===== config.mk =====
export PLATFORM = sky130hd
export DESIGN_NAME = uart_tx_fifo
export DESIGN_NICKNAME = d
export VERILOG_FILES = /design/src/rtl/uart_pkg.sv /design/src/rtl/uart_fifo_mem.sv /design/src/rtl/uart_tx_fifo.sv
export SDC_FILE = /design/constraint.sdc
export NUM_CORES = 1
export LEC_CHECK = 0
export BUFFER_PORTS_ARGS = -buffer_cell sky130_fd_sc_hd__buf_2
export CAP_MARGIN = 20
export CORE_MARGIN = 2
export CORE_UTILIZATION = 55
export CTS_BUF_LIST = sky130_fd_sc_hd__clkbuf_4
export CTS_CLUSTER_DIAMETER = 100
export CTS_CLUSTER_SIZE = 14
export DETAILED_ROUTE_END_ITERATION = 8
export GPL_TIMING_DRIVEN = 0
export PLACE_DENSITY = 0.69
export SLEW_MARGIN = 10
export SYNTH_ARGS = -nofsm -noshare
export SYNTH_HDL_FRONTEND = slang
export SYNTH_SLANG_ARGS = --single-unit

===== constraint.sdc =====
create_clock -name clk -period 3.4 [get_ports clk]
set_input_delay 0.51 -clock clk [delete_from_list [all_inputs] [get_ports clk]]
set_output_delay 0.51 -clock clk [all_outputs]
set_load 0.1 [all_outputs]

===== src/rtl/uart_pkg.sv =====
// uart_pkg: shared types for the UART transmit path.
// Holds the TX FIFO state encoding and the default byte width.
package uart_pkg;

  localparam int DATA_W = 8;

  typedef enum logic [1:0] {
    ST_IDLE = 2'd0,
    ST_LOAD = 2'd1,
    ST_REQ  = 2'd2,
    ST_SEND = 2'd3
  } tx_state_e;

endpackage


===== src/rtl/uart_fifo_mem.sv =====
// uart_fifo_mem: DEPTH x DATA_W byte storage, one write port and
// one read port addressed by a registered pointer. No reset on the array.
// Ports: clk, we/waddr/wdata (write), raddr/rdata (read).
module uart_fifo_mem #(
  parameter int DATA_W = 8,
  parameter int DEPTH  = 16,
  parameter int AW     = 4
) (
  input  logic              clk,
  input  logic              we,
  input  logic [AW-1:0]     waddr,
  input  logic [DATA_W-1:0] wdata,
  input  logic [AW-1:0]     raddr,
  output logic [DATA_W-1:0] rdata
);
  import uart_pkg::*;

  logic [DATA_W-1:0] mem_q [DEPTH];

  always_ff @(posedge clk) begin
    if (we) begin
      mem_q[waddr] <= wdata;
    end
  end

  assign rdata = mem_q[raddr];

endmodule


===== src/rtl/uart_tx_fifo.sv =====
// uart_tx_fifo: byte FIFO feeding a UART transmitter one frame at a time.
// Host side: wr_en/wr_data push, flush clears, ovf_clr clears sticky
// overflow/tx_err; status full/empty/overflow/tx_err/byte_sent.
// UART side: tx_data/tx_en out, tx_flag in (high = transmitter idle).
// Optional macro UART_TX_FIFO_LEVEL_EN adds level and almost_full outputs.
module uart_tx_fifo #(
  parameter int DATA_W  = uart_pkg::DATA_W,
  parameter int DEPTH   = 16,
  parameter int AW      = $clog2(DEPTH),
  parameter int TIMEOUT = 65535
) (
  input  logic              clk,
  input  logic              rst_n,
  input  logic              wr_en,
  input  logic [DATA_W-1:0] wr_data,
  input  logic              flush,
  input  logic              ovf_clr,
  output logic              full,
  output logic              empty,
  output logic              overflow,
  output logic              tx_err,
  output logic              byte_sent,
  output logic [DATA_W-1:0] tx_data,
  output logic              tx_en,
  input  logic              tx_flag
`ifdef UART_TX_FIFO_LEVEL_EN
  ,
  output logic [AW:0]       level,
  output logic              almost_full
`endif
);
  import uart_pkg::*;

  localparam logic [AW-1:0] PTR_ONE  = AW'(1);
  localparam logic [AW:0]   CNT_ONE  = (AW+1)'(1);
  localparam logic [AW:0]   CNT_FULL = (AW+1)'(DEPTH);
  localparam logic [15:0]   TMO_LAST = 16'(TIMEOUT - 1);

  tx_state_e state_q, state_d;

  logic [AW-1:0]     wr_ptr_q, wr_ptr_d;
  logic [AW-1:0]     rd_ptr_q, rd_ptr_d;
  logic [AW:0]       cnt_q, cnt_d;
  logic              full_q, full_d;
  logic              empty_q, empty_d;
  logic              ovf_q, ovf_d;
  logic              err_q, err_d;
  logic              sent_q, sent_d;
  logic              en_q, en_d;
  logic [DATA_W-1:0] data_q, data_d;
  logic [15:0]       timer_q, timer_d;
  logic              sync1_q, flag_s_q;

  logic              push, pop, ovf_set, err_set;
  logic [DATA_W-1:0] rd_data;

  uart_fifo_mem #(
    .DATA_W (DATA_W),
    .DEPTH  (DEPTH),
    .AW     (AW)
  ) u_mem (
    .clk   (clk),
    .we    (push),
    .waddr (wr_ptr_q),
    .wdata (wr_data),
    .raddr (rd_ptr_q),
    .rdata (rd_data)
  );

  // A push while full is dropped even if a pop lands in the same cycle.
  assign push    = wr_en && !full_q && !flush;
  assign ovf_set = wr_en && full_q && !flush;
  assign pop     = (state_q == ST_LOAD);

  always_comb begin
    wr_ptr_d = wr_ptr_q;
    rd_ptr_d = rd_ptr_q;
    cnt_d    = cnt_q;
    if (flush) begin
      wr_ptr_d = '0;
      rd_ptr_d = '0;
      cnt_d    = '0;
    end else begin
      if (push) wr_ptr_d = wr_ptr_q + PTR_ONE;
      if (pop)  rd_ptr_d = rd_ptr_q + PTR_ONE;
      case ({push, pop})
        2'b10:   cnt_d = cnt_q + CNT_ONE;
        2'b01:   cnt_d = cnt_q - CNT_ONE;
        default: cnt_d = cnt_q;
      endcase
    end
    full_d  = (cnt_d == CNT_FULL);
    empty_d = (cnt_d == '0);
    ovf_d   = ovf_set ? 1'b1 : (ovf_clr ? 1'b0 : ovf_q);
    err_d   = err_set ? 1'b1 : (ovf_clr ? 1'b0 : err_q);
  end

  // tx_en is a registered view of "still in REQ next cycle", so it
  // rises one clock after REQ entry and falls on the exit edge.
  always_comb begin
    state_d = state_q;
    timer_d = timer_q;
    data_d  = data_q;
    en_d    = 1'b0;
    sent_d  = 1'b0;
    err_set = 1'b0;
    unique case (state_q)
      ST_IDLE: begin
        // Don't start a load from a FIFO that is being flushed.
        if (!empty_q && flag_s_q && !flush) state_d = ST_LOAD;
      end
      ST_LOAD: begin
        data_d  = rd_data;
        timer_d = '0;
        state_d = ST_REQ;
      end
      ST_REQ: begin
        timer_d = timer_q + 16'd1;
        if (!flag_s_q) begin
          state_d = ST_SEND;
        end else if (timer_q == TMO_LAST) begin
          err_set = 1'b1;
          state_d = ST_IDLE;
        end else begin
          en_d = 1'b1;
        end
      end
      ST_SEND: begin
        if (flag_s_q) begin
          sent_d  = 1'b1;
          state_d = ST_IDLE;
        end
      end
      default: state_d = ST_IDLE;
    endcase
  end

  always_ff @(posedge clk or negedge rst_n) begin
    if (!rst_n) begin
      state_q  <= ST_IDLE;
      wr_ptr_q <= '0;
      rd_ptr_q <= '0;
      cnt_q    <= '0;
      full_q   <= 1'b0;
      empty_q  <= 1'b1;
      ovf_q    <= 1'b0;
      err_q    <= 1'b0;
      sent_q   <= 1'b0;
      en_q     <= 1'b0;
      data_q   <= '0;
      timer_q  <= '0;
      sync1_q  <= 1'b0;
      flag_s_q <= 1'b0;
    end else begin
      state_q  <= state_d;
      wr_ptr_q <= wr_ptr_d;
      rd_ptr_q <= rd_ptr_d;
      cnt_q    <= cnt_d;
      full_q   <= full_d;
      empty_q  <= empty_d;
      ovf_q    <= ovf_d;
      err_q    <= err_d;
      sent_q   <= sent_d;
      en_q     <= en_d;
      data_q   <= data_d;
      timer_q  <= timer_d;
      sync1_q  <= tx_flag;
      flag_s_q <= sync1_q;
    end
  end

  assign full      = full_q;
  assign empty     = empty_q;
  assign overflow  = ovf_q;
  assign tx_err    = err_q;
  assign byte_sent = sent_q;
  assign tx_data   = data_q;
  assign tx_en     = en_q;

`ifdef UART_TX_FIFO_LEVEL_EN
  localparam logic [AW:0] CNT_AF = (AW+1)'(DEPTH - 2);

  logic af_q, af_d;

  assign af_d = (cnt_d >= CNT_AF);

  always_ff @(posedge clk or negedge rst_n) begin
    if (!rst_n) af_q <= 1'b0;
    else        af_q <= af_d;
  end

  assign level       = cnt_q;
  assign almost_full = af_q;
`endif

endmodule


==> metrics.md <==
| Metric | Value |
|---|---|
| Die footprint | `14410 sq um` |
| Share of cells above drive strength 1 | `19.76%` |
| Die Y | `120.0 um` |
| Mapped Area | `7405 sq um` |
| TritonCTS clock tree | `yes` |
| Cells after Synth | `430` |
| Final instance area | `8059 sq um` |
| Via count | `3812` |
| Chip width | `120.0 um` |
| Sequential-to-total area share from yosys stat | `67.81%` |
| R2R depth | `11` |
| Syn_nets | `459` |
| GRT Resource Usage Total | `20.11%` |
| Row Count | `42` |
| Vias/cell | `5.707` |
| Routed wire length | `13140 um` |
| Largest net degree at the start of global routing | `48` |
| Core area | `13190 sq um` |
| Vias in the first global route | `3813` |
| Worst skew pair latency | `0.56 ns` |
| HP Start | `ovf_clr` |
| Port Buffers | `26` |
| Crit path required time | `3.90 ns` |
| Crit path launch | `state_q[1]` |
| Synth-to-Final Area Change | `8.837%` |
| Detailed Place HPWL | `8961 um` |
| Post-synth cell types | `49` |
| Max Cap Violations | `0` |
| FF+latch count, synth | `175` |
| WHS Path Cells | `2` |
| CP endpoint kind | `register` |
| Primary FF master, synth | `edfxtp_1` |
| Power per cell area | `689.8 nW/um^2` |
| Fin crit share | `89.32%` |
| Global-route wire length before repair | `21000 um` |
| Post-route core utilization | `61.10%` |
| Initial antenna violation count | `1` |
| Final hold violations | `0` |
| Startpoint Class | `register` |
| Initial DRC count | `261` |
| Worst slew pin tran | `0.8106 ns` |
| Cell Area, Placed | `7755 sq um` |
| Post-CTS Setup Inserts | `0` |
| Starting Density | `56.14%` |
| Clk sinks | `175` |
| RSZ-0062 raised after global routing | `false` |
| Nets | `507` |
| Wire per inst | `19.66 um` |
| CTS buffer count | `17` |
| Reg clk slew, reported paths | `0.13 ns` |
| RR Startpoint | `state_q[1]` |
| Clk buf depth | `2` |
| H-tree depth | `4` |
| Worst min-delay path class | `input pin to register` |
| Number of synthesized flops with an enable pin | `128` |
| Leak | `2.899 nW` |
| Peak VDD IR | `0.3278 mV` |
| Slew margin rel. | `45.96%` |
| CTS root buf | `clkbuf_4` |
| Io pins | `28` |
| Hold slack | `0.1682 ns` |
| Fin. max-slew vios | `0` |
| Crit path DAT | `3.53 ns` |
| Final min period | `3.037 ns` |
| Synth warn | `0` |
| Final setup violation count | `0` |
| Remaining DRCs | `0` |
| Fmax | `0.3293 GHz` |
| Total congestion overflow | `0` |
| Async S/R FF share, synth | `26.86%` |
| DR pass1 iterations | `5` |
| GP Congestion | `0.8096` |
| Critical path type | `register to register` |
| Clock skew | `0.02646 ns` |
| Synthesized area per cell | `17.22 sq um` |
| Antenna viol nets, final | `0` |
| Outcome | `completed` |
| Setup total negative slack | `0 ns` |
| Critical-path maximum fanout | `10` |
==> final timing paths <==
check	end	slack [ns]
min in group asynchronous	rd_ptr_q[2]	0.41
max in group asynchronous	empty	2.41
worst max-delay path	empty	0.36
worst min register to register	flag_s_q	0.38
worst max register to register	empty	0.36
worst min-delay path	overflow	0.17
==> area by class of cell <==
cell class / count / area, sq um
antenna: 1 / 2.502
buffer: 18 / 106.4
clock buffer: 20 / 150.1
clock inverter: 12 / 111.4
fill: 968 / 5131
inverter: 13 / 48.80
multi-input combinational: 224 / 2228
sequential: 175 / 5021
tap: 176 / 220.2
timing repair buffer: 29 / 170.2
==> synth_stat cells, types with 7 or more instances <==
library cell	number	share of area (%)
clkbuf_1	11	0.56
and2_1	18	1.5
inv_1	12	0.61
xnor2_1	9	1.1
ha_1	15	2.5
mux4_2	22	6.7
nand2_1	26	1.3
xor2_1	11	1.3
edfxtp_1	128	52
nor2_1	31	1.6
mux4_1	18	6.4
dfrtp_1	46	16
nand3_1	7	0.47
mux2_4	8	1.6
a21oi_1	8	0.54
==> registers in the layout, indices dropped and copies added (netlist names) <==
register / flops
tx_err: 1
u_mem.mem_q: 128
byte_sent: 1
empty: 1
sync1_q: 1
timer_q: 16
full: 1
state_q: 2
wr_ptr_q: 4
tx_en: 1
overflow: 1
flag_s_q: 1
tx_data: 8
rd_ptr_q: 4
cnt_q: 5
==> timing repair <==
item / 4_1_cts / 5_1_grt
gates resized for setup: 0 / 0
endpoints found under the hold margin: 0 / 18
hold buffers: 0 / 2
==> layer usage <==
layer	wire length [um]	track usage, %	share of wire, %
met5	0	0	0
met4	134	6.176	1.0
met3	741	5.371	5.6
met2	6291	30.68	48
met1	5967	28.76	45
==> critical path, stage by stage, from the launching register on <==
cell	delay, ns
dfrtp_1	0.46
inv_1	0.15
ha_1	0.19
clkbuf_1	0.37
nand2_1	0.12
xnor2_1	0.16
ha_1	0.23
o41ai_1	0.31
nor3b_1	0.12
or4_1	0.49
and2_1	0.17
a41o_1	0.23
==> metrics by stage <==
| step | instances | setup WS [ns] | power (W) |
|---|---|---|---|
| 2_1_floorplan | 430 | 0.5292 | 0.004101 |
| 4_1_cts | 664 | 0.3678 | 0.005597 |
| 5_1_grt | 668 | 0.05758 | 0.005833 |
| 3_3_place_gp | 632 | 0.4978 | 0.004463 |
| 6_report | 668 | 0.3632 | 0.005559 |
| 3_5_place_dp | 632 | 0.4253 | 0.004518 |
==> placed cells by master, fill, tap and decap left out, types with 4 or more instances in the layout <==
master,count
a21oi_1,8
and2_1,18
buf_2,27
clkbuf_1,11
clkbuf_4,20
dfrtp_1,46
edfxtp_1,128
ha_1,15
inv_1,12
mux2_4,8
mux4_1,18
mux4_2,22
nand2_1,26
nand3_1,7
nand4_1,6
nor2_1,31
o21ai_0,4
xnor2_1,9
xor2_1,11
==> logic make-up after synthesis <==
family	after synthesis	share of synthesized area (%)
flip-flops	175	67.81
AO/OA/AOI/OAI	30	2.670
AND/OR/NAND/NOR	108	7.418
adder cells (fa/ha/maj)	15	2.535
XOR/XNOR	20	2.366
multiplexers	51	15.11
buffers and inverters	31	2.095
==> report_power, final <==
group          leakage [nW]  switching [W]  internal [W]
sequential             1.77       0.000106       0.00244
clock                 0.137       0.000697      0.000392
combinational         0.990        0.00120      0.000717
Power figures use the tool's default switching activity.
